--- src/rtl/mux_scan_capture_if.sv ---
// Bundle between the scan sequencer and its requester/mux path.
// The requester side issues start/abort and supplies the mux output.
// The sequencer side returns the mux select, the busy/done status and the captured word.
interface mux_scan_capture_if;
    logic       start;
    logic       abort;
    logic       inY;
    logic [2:0] outS;
    logic       busy;
    logic       done;
    logic [7:0] data;

    modport master (
        output start,
        output abort,
        output inY,
        input  outS,
        input  busy,
        input  done,
        input  data
    );

    modport slave (
        input  start,
        input  abort,
        input  inY,
        output outS,
        output busy,
        output done,
        output data
    );
endinterface

--- src/rtl/mux_scan_capture.sv ---
// Scan sequencer for an 8:1 mux tree.
// It steps the select through channels 0..7 and holds each one for HOLD_CYCLES cycles.
// It samples the mux output on the last edge of each hold window and publishes the
// eight samples as one registered word, with a one-cycle done pulse.
// An abort discards the partial scan and leaves the published word untouched.
module mux_scan_capture #(
    parameter int HOLD_CYCLES = 1
) (
    input  logic               clk,
    input  logic               rst_n,
    mux_scan_capture_if.slave  bus
);

    typedef enum logic [0:0] {
        IDLE = 1'b0,
        SCAN = 1'b1
    } state_t;

    // Reload value is deliberately truncated to the counter width.
    localparam logic [7:0] HOLD_RELOAD = 8'(HOLD_CYCLES - 32'sd1);
    localparam logic [2:0] LAST_CH     = 3'd7;

    state_t     stateR;
    state_t     stateNextS;
    logic [2:0] chR;
    logic [2:0] chNextS;
    logic [7:0] hcR;
    logic [7:0] hcNextS;
    logic [7:0] shR;
    logic [7:0] shNextS;
    logic [7:0] dataR;
    logic [7:0] dataNextS;
    logic       busyR;
    logic       busyNextS;
    logic       doneR;
    logic       doneNextS;

    // Next-state and next-output decode; every register holds unless a rule below changes it.
    always_comb begin
        stateNextS = stateR;
        chNextS    = chR;
        hcNextS    = hcR;
        shNextS    = shR;
        dataNextS  = dataR;
        busyNextS  = busyR;
        doneNextS  = 1'b0;

        case (stateR)
            IDLE: begin
                if (bus.start) begin
                    stateNextS = SCAN;
                    chNextS    = 3'd0;
                    hcNextS    = HOLD_RELOAD;
                    shNextS    = 8'h00;
                    busyNextS  = 1'b1;
                end else begin
                    stateNextS = IDLE;
                    chNextS    = 3'd0;
                    busyNextS  = 1'b0;
                end
            end

            SCAN: begin
                if (bus.abort) begin
                    // Abort wins even over the final sample; the partial result is dropped.
                    stateNextS = IDLE;
                    chNextS    = 3'd0;
                    hcNextS    = 8'h00;
                    busyNextS  = 1'b0;
                end else if (hcR != 8'h00) begin
                    hcNextS = hcR - 8'd1;
                end else begin
                    shNextS[chR] = bus.inY;
                    if (chR != LAST_CH) begin
                        chNextS = chR + 3'd1;
                        hcNextS = HOLD_RELOAD;
                    end else begin
                        // The last sample goes straight into the published word.
                        stateNextS = IDLE;
                        dataNextS  = shNextS;
                        doneNextS  = 1'b1;
                        busyNextS  = 1'b0;
                        chNextS    = 3'd0;
                    end
                end
            end

            default: begin
                stateNextS = IDLE;
                chNextS    = 3'd0;
                hcNextS    = 8'h00;
                busyNextS  = 1'b0;
            end
        endcase
    end

    // State and output registers; the asynchronous reset also clears the published word.
    always_ff @(posedge clk or negedge rst_n) begin
        if (!rst_n) begin
            stateR <= IDLE;
            chR    <= 3'd0;
            hcR    <= 8'h00;
            shR    <= 8'h00;
            dataR  <= 8'h00;
            busyR  <= 1'b0;
            doneR  <= 1'b0;
        end else begin
            stateR <= stateNextS;
            chR    <= chNextS;
            hcR    <= hcNextS;
            shR    <= shNextS;
            dataR  <= dataNextS;
            busyR  <= busyNextS;
            doneR  <= doneNextS;
        end
    end

    assign bus.outS = chR;
    assign bus.busy = busyR;
    assign bus.done = doneR;
    assign bus.data = dataR;

endmodule

--- src/flat_wrapper.sv ---
// flat-port wrapper written by rule: the top's interface ports become plain ports
module mux_scan_capture_flat 
#(
    parameter int HOLD_CYCLES = 1
)
  (clk, rst_n, bus_start, bus_abort, bus_inY, bus_outS, bus_busy, bus_done, bus_data);
  mux_scan_capture_if bus_i ();
  input  logic clk;
  input  logic rst_n;
  input wire logic [$bits(bus_i.start)-1:0] bus_start;
  input wire logic [$bits(bus_i.abort)-1:0] bus_abort;
  input wire logic [$bits(bus_i.inY)-1:0] bus_inY;
  output wire logic [$bits(bus_i.outS)-1:0] bus_outS;
  output wire logic [$bits(bus_i.busy)-1:0] bus_busy;
  output wire logic [$bits(bus_i.done)-1:0] bus_done;
  output wire logic [$bits(bus_i.data)-1:0] bus_data;
  assign bus_i.start = bus_start;
  assign bus_i.abort = bus_abort;
  assign bus_i.inY = bus_inY;
  assign bus_outS = bus_i.outS;
  assign bus_busy = bus_i.busy;
  assign bus_done = bus_i.done;
  assign bus_data = bus_i.data;
  mux_scan_capture #(.HOLD_CYCLES(HOLD_CYCLES)) u_core (.clk(clk), .rst_n(rst_n), .bus(bus_i));
endmodule
--- config.mk ---
export PLATFORM = sky130hd
export DESIGN_NAME = mux_scan_capture_flat
export DESIGN_NICKNAME = d
export VERILOG_FILES = /design/src/rtl/mux_scan_capture_if.sv /design/src/rtl/mux_scan_capture.sv /design/src/flat_wrapper.sv
export SDC_FILE = /design/constraint.sdc
export NUM_CORES = 1
export LEC_CHECK = 0
export BUFFER_PORTS_ARGS = -buffer_cell sky130_fd_sc_hd__buf_2
export CAP_MARGIN = 20
export CORE_ASPECT_RATIO = 1.75
export CORE_MARGIN = 2
export CORE_UTILIZATION = 56
export DETAILED_ROUTE_END_ITERATION = 8
export PLACE_DENSITY = 0.88
export RECOVER_POWER = 100
export SYNTH_ARGS = -nofsm -noshare
export SYNTH_HDL_FRONTEND = slang
export SYNTH_SLANG_ARGS = --single-unit
--- constraint.sdc ---
create_clock -name clk -period 2.5 [get_ports clk]
set_input_delay 0.5 -clock clk [delete_from_list [all_inputs] [get_ports clk]]
set_output_delay 0.5 -clock clk [all_outputs]
set_load 0.05 [all_outputs]
; Yosys cells after proc, flatten, opt, wreduce, memory -nomap -nowiden
; Cells that the tools add are included.
[word_totals]
ff_bits = 30
latchBits = 0
ram_bits = 0
rom_bits = 0
in_bits = 5
elab_cells = 56
mem_count = 0
[op_classes]
add_sub_neg = 2
mul = 0
div = 0
magnitude_cmp = 2
n_eq_ne = 7
shifts = 0
mux = 28
bitwise = 4
reduce_logical = 6
[ops]
columns = op, count
row1 = two-way mux 8 bit, 6
row2 = one-hot mux 8 bit (2 select lines), 2
row3 = two-way mux 1 bit, 12
row4 = two-way mux 3 bit, 3
row5 = "inequality test 3 bit, second input constant", 3
row6 = bitwise mux 8 bit, 1
row7 = nonzero test 8 bit, 1
row8 = "subtractor 8 x 1 -> 8 bit, second input constant", 1
row9 = "inequality test 2 bit, second input constant", 3
row10 = one-hot mux 3 bit (2 select lines), 1
row11 = "< comparator 3 x 4 -> 1 bit, second input constant", 1
row12 = "inequality test 4 bit, second input constant", 1
row13 = inverter 1 bit, 4
row14 = one-hot mux 1 bit (2 select lines), 2
row15 = AND reduction 2 bit, 2
row16 = AND reduction 4 bit, 1
row17 = "adder 3 x 1 -> 3 bit, second input constant", 1
row18 = demux 1 bit (select 3 bit), 1
row19 = ">= comparator 3 x 1 -> 1 bit, second input constant", 1
row20 = AND reduction 3 bit, 1
row21 = logical AND 1 bit, 1

; Depth between registers and ports, before layout
[depth]
word_depth = 8
mapped_depth = 9
ltp_nobuf = 6

; Worst setup path before layout
; Ideal clock, no wire load.
[synth_timing]
path_type = register -> register
start = register u_core.hcR[0]
end = register u_core.dataR[0], in the netlist u_core.bus.data[0]
setup_ns = 0.122
arrival_time_ns = 1.834
t_required_ns = 2.378
setup_slack_ns = 0.544
path_stages_with_launch = 10
n_path_buf = 3
period_less_slack_ns = 1.956
path_cell_list = dfrtp_1 -> inv_1 -> ha_1 -> or3b_1 -> clkbuf_1 -> or3_1 -> buf_6 -> buf_6 -> nand2_1 -> o21ai_1
[synth_between]
elab_chain_cells = 3
[synth_lines]
columns = element, line
row1 = from (decl), mux_scan_capture.sv:27  ; logic [7:0] hcR;
row2 = from (signal assigned), mux_scan_capture.sv:110  ; hcR <= hcNextS;
row3 = nonzero test 8 bit, mux_scan_capture.sv:70  ; end else if (hcR != 8'h00) begin
row4 = inverter 1 bit (no line), --
row5 = AND reduction 4 bit (no line), --
row6 = to (signal assigned), mux_scan_capture.sv:112  ; dataR <= dataNextS;
row7 = to (decl), mux_scan_capture.sv:31  ; logic [7:0] dataR;
; No other way between the ends.
; A chain may end at the register's enable or synchronous reset.

; Worst setup path after layout
[layout_timing]
start = register u_core.hcR[0]
end = register u_core.dataR[3], in the netlist u_core.bus.data[3]
; The elaborated chain is that of the path after synthesis.

==> summary.md <==
| Metric | Value |
|---|---|
| Status | finished, violations left |
| Failing checks | max-capacitance violations, max-slew violations |
| Finished layout cell area | 1630 sq um |
| Die Area | 3070 sq um |
| Clock Sinks | 30 |
| Hold Path Class | flop to flop |
| CTS tree | done |
| IO buf count | 17 |
| Final Net Count | 177 |
| Die height | 71.9 microns |
| Hold Violations, Final | 0 |
| Setup repair after global routing missed its margin | no |
| Post-CTS Setup Bufs | 0 |
| Arr. time, crit path | 2260 ps |
| Routed length per instance | 15.4 microns |
| Via count of the routed design | 1196 |
| Synth Net Count | 160 |
| CP Buf/Inv Count | 1 |
| Synthesized instance count | 152 |
| # fillers | 207 |
| Antenna cells | 0 |
| Avg Vias per Cell | 6.10 |
| Hold slack | 486 ps |
| Worst-path clk slew | 70 ps |
| CTS Buf Count | 5 |
| DRC marker count from the first detailed-route iteration | 27 |
| Cell family with the largest share of critical-path delay | simple AND/OR/NAND/NOR gates |
| Routability cong. | 0.901 |
| Gr ovfl total | 0 |
| Setup Skew | 6.77 ps |
| Clock tree buffer depth | 2 |
| Int Power | 0.000998 W |
| P_sw | 0.000611 W |
| Ys async rst share | 100% |
| Avg Cell Area, Syn | 9.70 sq um |
| Total track usage | 22.7% |
| Crit Path Max Fanout | 17 |
| Setup crit start kind | flop |
| VDD IR max | 0.632 mV |
| Setup TNS | 0 ps |
| Setup violators final | 0 |
| Logic gate share of total power | 36.3% |
| Synth warn | 0 |
| Leak | 0.748 nW |
| # rows | 24 |
| Antenna violations before repair | 0 |
| Max_slew headroom | -3.65% |
| Hpwl dp | 2350 microns |
| Power Density | 986 nW/um^2 |
| Global-route wire length before repair | 5170 microns |
| Clk_lat worst skew | 280 ps |
| Post-synth top area share | 50.9% |
| Fin util | 65.5% |
| Clock share of power | 25.0% |
| Total routed wirelength | 3020 microns |
| DRT Pass-1 Iters | 4 |
| Sequential fraction of design power | 38.7% |
| H-Tree Level Count | 2 |
| MaxCap Viol Count | 1 |
| Critical Path Max Stage Delay | 620 ps |
| Setup Crit Path Kind | flop to flop |
| Layout cell share with drive strength beyond 1 | 10.6% |
| Area growth from synthesis to layout | 10.7% |
| Post-detailed-route count of antenna-violating nets | 0 |
| Ys flop type | dfrtp_1 |
| # hold bufs at CTS | 0 |
| Largest area contributor in the netlist | dfrtp_1 |
| Dpl cells | 188 |
| Die X | 42.8 microns |
| Crit path required time | 2640 ps |
| Most common cell in the synthesized netlist | dfrtp_1 |
| Clock root cell | clkbuf_8 |
| Largest net degree at the start of global routing | 31 |
| Final Non-Filler Cells | 196 |
| Ranking of synthesized cells by area | dfrtp_1, mux2i_1, o21ai_0 |
| Crit end category | flop |
| Peak Freq | 0.472 GHz |
| Min cycle time layout | 2120 ps |
| I/O pin cnt | 18 |
| Crit-path cells | inv_1 -> ha_1 -> or3b_1 -> or3_1 -> nand2_1 -> o21ai_0 |
| Seq cells post-synth | 30 |
| Post-synthesis cell area | 1470 sq um |
| Seq/Total Area, Yosys | 50.9% |
| Core area | 2490 sq um |
| Slew Limit Fails | 31 |
| Drc violations | 0 |
| Final Cycle Share | 84.8% |
| Post-synth top cells | dfrtp_1, o21ai_0, nand2_1 |
| Cell Area, Placed | 1560 sq um |
| Switching Share | 38.0% |
| Vias in the first global route | 1217 |
| Critical-path top delay cell | or3_1 |
| Yosys cell types | 35 |
| Slew @ Worst Pin | 1550 ps |
| Starting density of the core | 59.1% |
| CTS resizes | 0 |
| Post-synth EDFFs | 0 |
==> layout by cell type, fill, tap and decap left out, drive strengths merged, types with 2 or more instances in the layout <==
cell type | Yosys | final
a22o | 2 | 2
ha | 3 | 3
and3 | 2 | 2
mux2i | 9 | 9
clkbuf | 6 | 21
dfrtp | 30 | 30
nand2 | 14 | 14
nand2b | 2 | 2
o31ai | 2 | 2
a21oi | 5 | 5
nor2 | 7 | 7
buf | 4 | 5
nand3b | 3 | 3
nor3b | 3 | 3
o21ai | 24 | 24
or3 | 4 | 4
inv | 6 | 6
nand3 | 10 | 10
nor3 | 5 | 5
==> registers in the layout, indices dropped and copies added (netlist names) <==
register	count
u_core.bus.data	8
u_core.bus.busy	1
u_core.bus.outS	3
u_core.bus.done	1
u_core.stateR	1
u_core.hcR	8
u_core.shR	8
==> tightest hold or removal path: cells and delay by family, from the launching register on <==
| kind | cells | cell delay [ps] |
|---|---|---|
| simple gates | 1 | 50 |
| flops | 1 | 340 |
| compound gates | 1 | 60 |
==> power by group through the flow <==
stage	logic, W	clock network [W]	registers, W
2_1_floorplan	0.000413	0	0.000643
3_3_place_gp	0.000558	0	0.000624
3_5_place_dp	0.000584	0	0.000629
4_1_cts	0.000586	0.000413	0.000621
5_1_grt	0.000655	0.000430	0.000634
6_report	0.000584	0.000403	0.000623
==> routing by layer <==
metal  vias up  share of wire (%)  global-route usage (%)
li1        574                  -                       -
met1       570                 38                    22.3
met2        35                 52                    38.7
met3        17                5.0                    7.30
met4         0                5.3                    16.0
met5         -                  0                       0
==> cells by family (layout without fill, tap and decap cells) <==
group | count (synthesis) | after routing | share of synthesized area (%)
buf+inv | 16 | 34 | 5.09
compound gates | 38 | 38 | 14.9
fa+ha+maj | 3 | 3 | 2.55
simple gates | 56 | 56 | 20.4
flops | 30 | 30 | 50.9
mux | 9 | 9 | 6.11
==> stage by stage <==
stage | power [W] | worst slack (ps)
final | 0.00161 | 381
after floorplan | 0.00106 | 544
after CTS | 0.00162 | 358
after detailed placement | 0.00121 | 374
after global routing | 0.00172 | 228
after global placement | 0.00118 | 488
==> final cells by class <==
| class | count | area (sq um) | share of cell area [%] |
|---|---|---|---|
| well taps | 26 | 32.5 | 1.99 |
| clock buffers | 6 | 82.6 | 5.06 |
| flip-flops and latches | 30 | 751 | 46.0 |
| repair buffers | 20 | 86.3 | 5.29 |
| multi-input cells | 106 | 644 | 39.5 |
| inverters | 6 | 22.5 | 1.38 |
| clock inverters | 2 | 12.5 | 0.767 |
==> final timing paths <==
kind	cells past startpoint	endpoint	from	slack, ps
worst max-delay path	6	u_core.bus.data[3]$_DFFE_PN0P_	u_core.hcR[0]$_DFFE_PN0P_	380
worst min-delay path	2	u_core.bus.data[1]$_DFFE_PN0P_	u_core.bus.data[1]$_DFFE_PN0P_	490
worst max register to register	6	u_core.bus.data[3]$_DFFE_PN0P_	u_core.hcR[0]$_DFFE_PN0P_	380
worst min register to register	2	u_core.bus.data[1]$_DFFE_PN0P_	u_core.bus.data[1]$_DFFE_PN0P_	490
max in group asynchronous	1	u_core.shR[5]$_DFFE_PN0P_	rst_n	1000
min in group asynchronous	1	u_core.bus.data[2]$_DFFE_PN0P_	rst_n	590
(Power assumes the default switching activity.)
